**config.mk**
```make
export PLATFORM = sky130hd
export DESIGN_NAME = fetch_stage
export DESIGN_NICKNAME = d
export VERILOG_FILES = /design/src/rtl/fetch_stage.sv
export SDC_FILE = /design/constraint.sdc
export NUM_CORES = 1
export LEC_CHECK = 0
export BUFFER_PORTS_ARGS = -buffer_cell sky130_fd_sc_hd__buf_2
export CAP_MARGIN = 10
export CORE_ASPECT_RATIO = 1.5
export CORE_MARGIN = 2
export CORE_UTILIZATION = 53
export CTS_CLUSTER_SIZE = 24
export DETAILED_ROUTE_END_ITERATION = 6
export PLACE_DENSITY = 0.85
export SYNTH_ARGS = -nofsm -noshare
export SYNTH_HDL_FRONTEND = slang
export SYNTH_SLANG_ARGS = --single-unit
```
**constraint.sdc**
```tcl
create_clock -name clock -period 11.6 [get_ports clock]
set_clock_uncertainty 0.15 [all_clocks]
set_input_delay 1.16 -clock clock [delete_from_list [all_inputs] [get_ports clock]]
set_output_delay 1.16 -clock clock [all_outputs]
set_load 0.005 [all_outputs]
```
**src/rtl/fetch_stage.sv**
```systemverilog
// Instruction fetch: one imem read per instruction, result held in a valid/ready slot for decode.
// Optional response watchdog (sticky fetch_error) is compiled in when FETCH_TIMEOUT_EN is defined.
module fetch_stage #(
  parameter logic [31:0] RESET_INSTR = 32'h00000013
`ifdef FETCH_TIMEOUT_EN
  , parameter int unsigned TIMEOUT_CYCLES = 255
`endif
) (
  input  logic        clock,
  input  logic        reset,
  input  logic [31:0] pc_in,
  input  logic [31:0] pc_add_4_in,
  output logic        pc_en,
  input  logic        flush,
  output logic        imem_req_valid,
  input  logic        imem_req_ready,
  output logic [31:0] imem_req_addr,
  input  logic        imem_rsp_valid,
  input  logic [31:0] imem_rsp_data,
  output logic        instr_valid,
  input  logic        instr_ready,
  output logic [31:0] instr_out,
  output logic [31:0] instr_pc,
  output logic [31:0] instr_pc_4,
  output logic        fetch_error
);

  typedef enum logic [1:0] {IDLE, REQ, WAIT, DRAIN} state_t;

  state_t      state_q, state_d;
  logic        instr_valid_q, instr_valid_d;
  logic [31:0] instr_q, instr_d;
  logic [31:0] ipc_q, ipc_d;
  logic [31:0] ipc4_q, ipc4_d;
  logic [31:0] pend_pc_q, pend_pc_d;
  logic [31:0] pend_pc4_q, pend_pc4_d;
  logic        timeout;

  assign imem_req_valid = (state_q == REQ);
  assign imem_req_addr  = pc_in;
  assign instr_valid    = instr_valid_q;
  assign instr_out      = instr_q;
  assign instr_pc       = ipc_q;
  assign instr_pc_4     = ipc4_q;

  always_comb begin
    state_d       = state_q;
    instr_valid_d = instr_valid_q;
    instr_d       = instr_q;
    ipc_d         = ipc_q;
    ipc4_d        = ipc4_q;
    pend_pc_d     = pend_pc_q;
    pend_pc4_d    = pend_pc4_q;
    pc_en         = 1'b0;

    if (instr_valid_q && instr_ready) begin
      instr_valid_d = 1'b0;
    end

    if (flush) begin
      // Single pc_en level lets the PC take the branch target; any in-flight word is orphaned.
      pc_en         = 1'b1;
      instr_valid_d = 1'b0;
      unique case (state_q)
        IDLE:    state_d = IDLE;
        REQ:     state_d = imem_req_ready ? DRAIN : IDLE;
        WAIT:    state_d = imem_rsp_valid ? IDLE : DRAIN;
        DRAIN:   state_d = imem_rsp_valid ? IDLE : DRAIN;
        default: state_d = IDLE;
      endcase
    end else begin
      unique case (state_q)
        IDLE: begin
          if (!instr_valid_q || instr_ready) begin
            state_d = REQ;
          end
        end
        REQ: begin
          if (imem_req_ready) begin
            pend_pc_d  = pc_in;
            pend_pc4_d = pc_add_4_in;
            state_d    = WAIT;
          end
        end
        WAIT: begin
          if (imem_rsp_valid) begin
            pc_en         = 1'b1;
            instr_d       = imem_rsp_data;
            ipc_d         = pend_pc_q;
            ipc4_d        = pend_pc4_q;
            instr_valid_d = 1'b1;
            state_d       = IDLE;
          end else if (timeout) begin
            state_d = IDLE;
          end
        end
        DRAIN: begin
          if (imem_rsp_valid || timeout) begin
            state_d = IDLE;
          end
        end
        default: state_d = IDLE;
      endcase
    end
  end

  always_ff @(posedge clock or posedge reset) begin
    if (reset) begin
      state_q       <= IDLE;
      instr_valid_q <= 1'b0;
      instr_q       <= RESET_INSTR;
      ipc_q         <= 32'h0;
      ipc4_q        <= 32'h0;
      pend_pc_q     <= 32'h0;
      pend_pc4_q    <= 32'h0;
    end else begin
      state_q       <= state_d;
      instr_valid_q <= instr_valid_d;
      instr_q       <= instr_d;
      ipc_q         <= ipc_d;
      ipc4_q        <= ipc4_d;
      pend_pc_q     <= pend_pc_d;
      pend_pc4_q    <= pend_pc4_d;
    end
  end

`ifdef FETCH_TIMEOUT_EN
  localparam int CW = $clog2(TIMEOUT_CYCLES + 1);

  logic [CW-1:0] cnt_q, cnt_d;
  logic          err_q, err_d;

  // Fires in the TIMEOUT_CYCLES-th silent cycle; flush still takes precedence above.
  assign timeout = ((state_q == WAIT) || (state_q == DRAIN)) && !imem_rsp_valid &&
                   (cnt_q == CW'(TIMEOUT_CYCLES - 1));
  assign fetch_error = err_q;

  always_comb begin
    cnt_d = cnt_q;
    err_d = err_q;
    if (state_d != state_q) begin
      cnt_d = '0;
    end else if (((state_q == WAIT) || (state_q == DRAIN)) && !imem_rsp_valid) begin
      cnt_d = cnt_q + 1'b1;
    end
    if (timeout && !flush) begin
      err_d = 1'b1;
    end
  end

  always_ff @(posedge clock or posedge reset) begin
    if (reset) begin
      cnt_q <= '0;
      err_q <= 1'b0;
    end else begin
      cnt_q <= cnt_d;
      err_q <= err_d;
    end
  end
`else
  assign timeout     = 1'b0;
  assign fetch_error = 1'b0;
`endif

endmodule

```
Word level (Yosys, flattened, before mapping)
Index checks and enable logic that the tools add are counted.
{ "word_totals": {"output_inout_bits": 132, "wordCells": 37, "mem_bits_rw": 0, "romBits": 0, "reg_bits": 163, "n_memories": 0, "latch_bits": 0} }
{ "op_classes": {"n_eq_ne": 6, "order_cmp": 0, "n_mul": 0, "shifts": 0, "div": 0, "addsub": 0, "reduce_logical": 8, "mux": 15, "n_bitwise": 1} }
{ "op_table": {"columns": ["cell", "count"], "rows": [
  ["2-bit 2-to-1 mux", 6],
  ["2-bit one-hot mux with 3 select lines", 2],
  ["3-bit AND reduction", 3],
  ["1-bit 2-to-1 mux", 7],
  ["2-bit equality test, second input constant", 2],
  ["3-bit by 1-bit != test with 1-bit output, second input constant", 1],
  ["3-bit by 2-bit != test with 1-bit output, second input constant", 1],
  ["3-bit != test, second input constant", 1],
  ["2-bit by 1-bit equality test with 1-bit output, second input constant", 1],
  ["2-bit logical NOT", 1],
  ["2-bit OR reduction", 1],
  ["1-bit logical AND", 1],
  ["1-bit logical NOT", 1],
  ["1-bit logical OR", 1],
  ["1-bit inverter", 1]
]} }

Depth between registers and ports, before layout
{ "logic_depth": {"word_depth": 5, "ltp_mapped": 5, "depth_no_buf": 3} }

Least setup slack after synthesis
No wires, ideal clock.
{ "synth_timing": {"path_kind": "input to output", "startpoint": "input port flush", "endpoint": "output port pc_en", "path_stages": 2, "slack_ns": 8.831, "arrival_time_ns": 1.459, "path_cell_list": "buf_2 > nand2b_1"} }
{ "synth_via": {"elab_chain_cells": 1} }
{ "synth_lines": {"columns": ["element", "line_no", "rtl"], "rows": [
  ["start: declaration", "14", "input logic flush,"],
  ["1-bit 2-to-1 mux", "60", "if (flush) begin"],
  ["end: declaration", "13", "output logic pc_en,"]
]} }
No other way between the ends.

Final worst setup path
{ "layout_timing": {"startpoint": "input port imem_rsp_valid", "endpoint": "register instr_q[3], in the netlist instr_out[3]"} }
{ "layout_via": {"elab_chain_cells": 1} }
{ "layout_lines": {"columns": ["element", "line_no", "rtl"], "rows": [
  ["start: declaration", "18", "input logic imem_rsp_valid,"],
  ["3-bit AND reduction (no source line)", null, null],
  ["end signal: assignment", "119", "instr_q <= instr_d;"],
  ["end: declaration", "32", "logic [31:0] instr_q, instr_d;"]
]} }
No other way between the ends.
A chain may end at the register's enable or synchronous reset.

==> impl_results.md <==
- R2R cell count: 4
- Final Power: 0.00208 W
- Post CTS Setup Buffer Count: 0
- Maximum fanout along the worst path: 80
- Period minus WS final: 3.10 ns
- Initial Utilization: 0.538
- Routability cong.: 0.761
- WP data arrival: 3.24 ns
- Num CTS Buffers: 17
- Footprint of the multi-input gates: 1910 um^2
- Mapped cell area: 6400 um^2
- Synth top area cells: dfrtp_1 (63%), mux2_2 (20%), mux2_1 (7.9%)
- Total grt overflow: 0
- Fin cells: 759
- Setup WS pre-CTS: 8.08 ns
- Skew-Pair Late Insertion Delay: 0.41 ns
- Layout cells sized above 1: 0.637
- Core area: 11,900 um^2
- Post-Syn Nets: 491
- Cell internal pwr: 0.00151 W
- Net Sw Frac: 0.274
- # rows: 49
- Via-per-instance ratio: 5.02
- Total Routing Usage GR: 0.202
- RSZ-0062 raised after global routing: no
- Worst setup EP type: flip-flop
- Setup violations, final: 0
- DRC: 0
- Post-synthesis register bit count: 163
- Clock power share: 0.256
- Number of synthesis warnings: 0
- Post-synthesis sequential area ratio: 0.638
- Mapped Cells: 389
- Worst-Margin Slew: 1.08 ns
- Fin crit share: 0.268
- Top cell type's share of synthesized area: 0.626
- Fill cell count: 862
- Hold path depth: 1
- Number of I/O pins: 234
- First-pass iteration count of the detailed router: 4
- Critical path type: input pin to flip-flop
- Placed cells: 727
- Fmax: 322 MHz
- Initial drt markers: 124
- Pwr dens: 262 nW/um^2
- DR WL/cell: 16.4 um
- Via count: 3,813
- Rel. slew slack: 0.280
- Die Y: 139 um
- Max VDD drop: 0.000121 V
- Worst-path clk slew: 0.06 ns
- Switching Power: 0.000571 W
- H-tree depth: 4
- Distinct cells, synth: 21
- CTS resizes: 0
- Hpwl dp: 8830 um
- Fin. Hold Viols: 0
- First-pass GRT wire length: 20,500 um
- Die width: 93.7 um
- Worst endpoint required time: 11.74 ns
- Outcome: finished, final reports clean
- MaxCap Viol Count: 0
- Die ar.: 13,000 um^2
- Post-Route WL: 12,500 um
- Nets@finish: 695
- Setup_tns: 0 ns
- Avg Inst Size Synth: 16.4 um^2
- Diodes inserted: 0
- Reg area: 4080 um^2
- Worst Hold Class: flip-flop to flip-flop
- Reg power frac: 0.477
- Crit start category: input pin
- Hold_buf cts: 0
- Number of port buffers: 232
- Leading area contributor after synthesis: dfrtp_1
- Detail Route Antenna Nets: 0
- Logic pwr share: 0.266
- Vias in the first global route: 4,211
- R2r setup slk: 8.82 ns
- Worst Setup Slack, final: 8.50 ns
- Largest net degree at the start of global routing: 98
- Num Clock Sinks: 163
- TritonCTS clock tree: built
- Leak Pwr: 3.91 nW
- Final slew viol count: 0
- Initial antenna violation count: 0
- Layout overhead on the synthesized area: 24.3%
- CTS max path bufs: 2
- Root buffer cell: clkbuf_16
==> metrics by stage <==
step                      hold WS [ns]  area (um^2)   util
after floorplan                  0.304         6400      -
after global placement           0.312         7380  0.621
after detailed placement         0.321         7380  0.621
after CTS                        0.335         7950  0.669
after global routing             0.348         7950  0.669
final                            0.331         7950  0.669
==> worst max-delay path: stages <==
cell and delay (ns):
buf_2 0.11, nand3b_2 0.12, nor2_4 0.44, buf_4 0.88, mux2_2 0.42
==> synth_stat cells <==
| library cell | n |
|---|---|
| nor2_2 | 1 |
| mux2_1 | 45 |
| dfrtp_1 | 160 |
| mux2_2 | 115 |
| a21oi_1 | 1 |
| buf_4 | 33 |
| xnor2_1 | 1 |
| buf_2 | 6 |
| nor3_4 | 1 |
| nand2_1 | 1 |
| nor2b_1 | 1 |
| dfstp_2 | 3 |
| inv_1 | 1 |
| nand2b_1 | 2 |
| nand3b_2 | 1 |
| buf_6 | 11 |
| nor2_1 | 2 |
| a221oi_1 | 1 |
| conb_1 | 1 |
| o21a_1 | 1 |
| mux2i_1 | 1 |
==> power groups by stage <==
stage / Sequential, W / Clock (W) / Combinational [W]
after global routing: 0.00103 / 0.000574 / 0.000611
final: 0.000994 / 0.000534 / 0.000554
after CTS: 0.000997 / 0.000549 / 0.000569
after global placement: 0.000980 / 0 / 0.000537
after floorplan: 0.000988 / 0 / 0.000315
after detailed placement: 0.00100 / 0 / 0.000567
==> path summary, 6_finish.rpt <==
path / startpoint / endpoint
max: imem_rsp_valid / instr_out[3]
min: instr_pc_4[30] / instr_pc_4[30]
max reg2reg: state_q[0] / instr_out[3]
min reg2reg: instr_pc_4[30] / instr_pc_4[30]
max in group asynchronous: reset / instr_pc_4[0]
min in group asynchronous: reset / instr_pc_4[29]
==> state kept, by name, summed over array words and instances (netlist names) <==
| register | cells |
|---|---|
| instr_out | 32 |
| instr_pc | 32 |
| instr_pc_4 | 32 |
| instr_valid | 1 |
| pend_pc4_q | 32 |
| pend_pc_q | 32 |
| state_q | 2 |
==> final cells by class <==
type	instances	share of cell area
clock inverters	12	0.0170
flip-flops and latches	163	0.513
inverters	1	0.00110
multi-input cells	175	0.241
well taps	153	0.0241
clock buffers	20	0.0549
repair buffers	235	0.149
==> routing by layer <==
metal | track usage | share of wire | wire, um | vias up
met5 | 0 | 0 | 0 | -
met4 | 0.0984 | 0.032 | 404 | 0
met3 | 0.0451 | 0.055 | 684 | 28
met2 | 0.357 | 0.54 | 6700 | 143
met1 | 0.226 | 0.38 | 4680 | 1917
li1 | - | - | - | 1725
==> cell families after synthesis <==
kind of cell / Yosys count / share of synthesized area
buffers and inverters: 51 / 0.0634
and+or+nand+nor: 9 / 0.00998
muxes: 161 / 0.283
xor gates and xnor gates: 1 / 0.00137
other: 1 / 0.000586
AOI/OAI and AO/OA: 3 / 0.00332
DFF: 163 / 0.638
==> cells in the final DEF (no fill, tap or decap), types with 2 or more instances in the layout <==
cell	count
nand2b_1	2
clkinvlp_4	4
clkbuf_16	17
dfstp_2	3
mux2_1	45
clkinv_2	2
dfrtp_1	160
mux2_2	115
buf_2	232
bufinv_16	2
clkinv_4	2
inv_6	3
nor2_1	2
clkbuf_1	3
buf_4	3
Note: power is estimated with default switching activity, not from simulation.
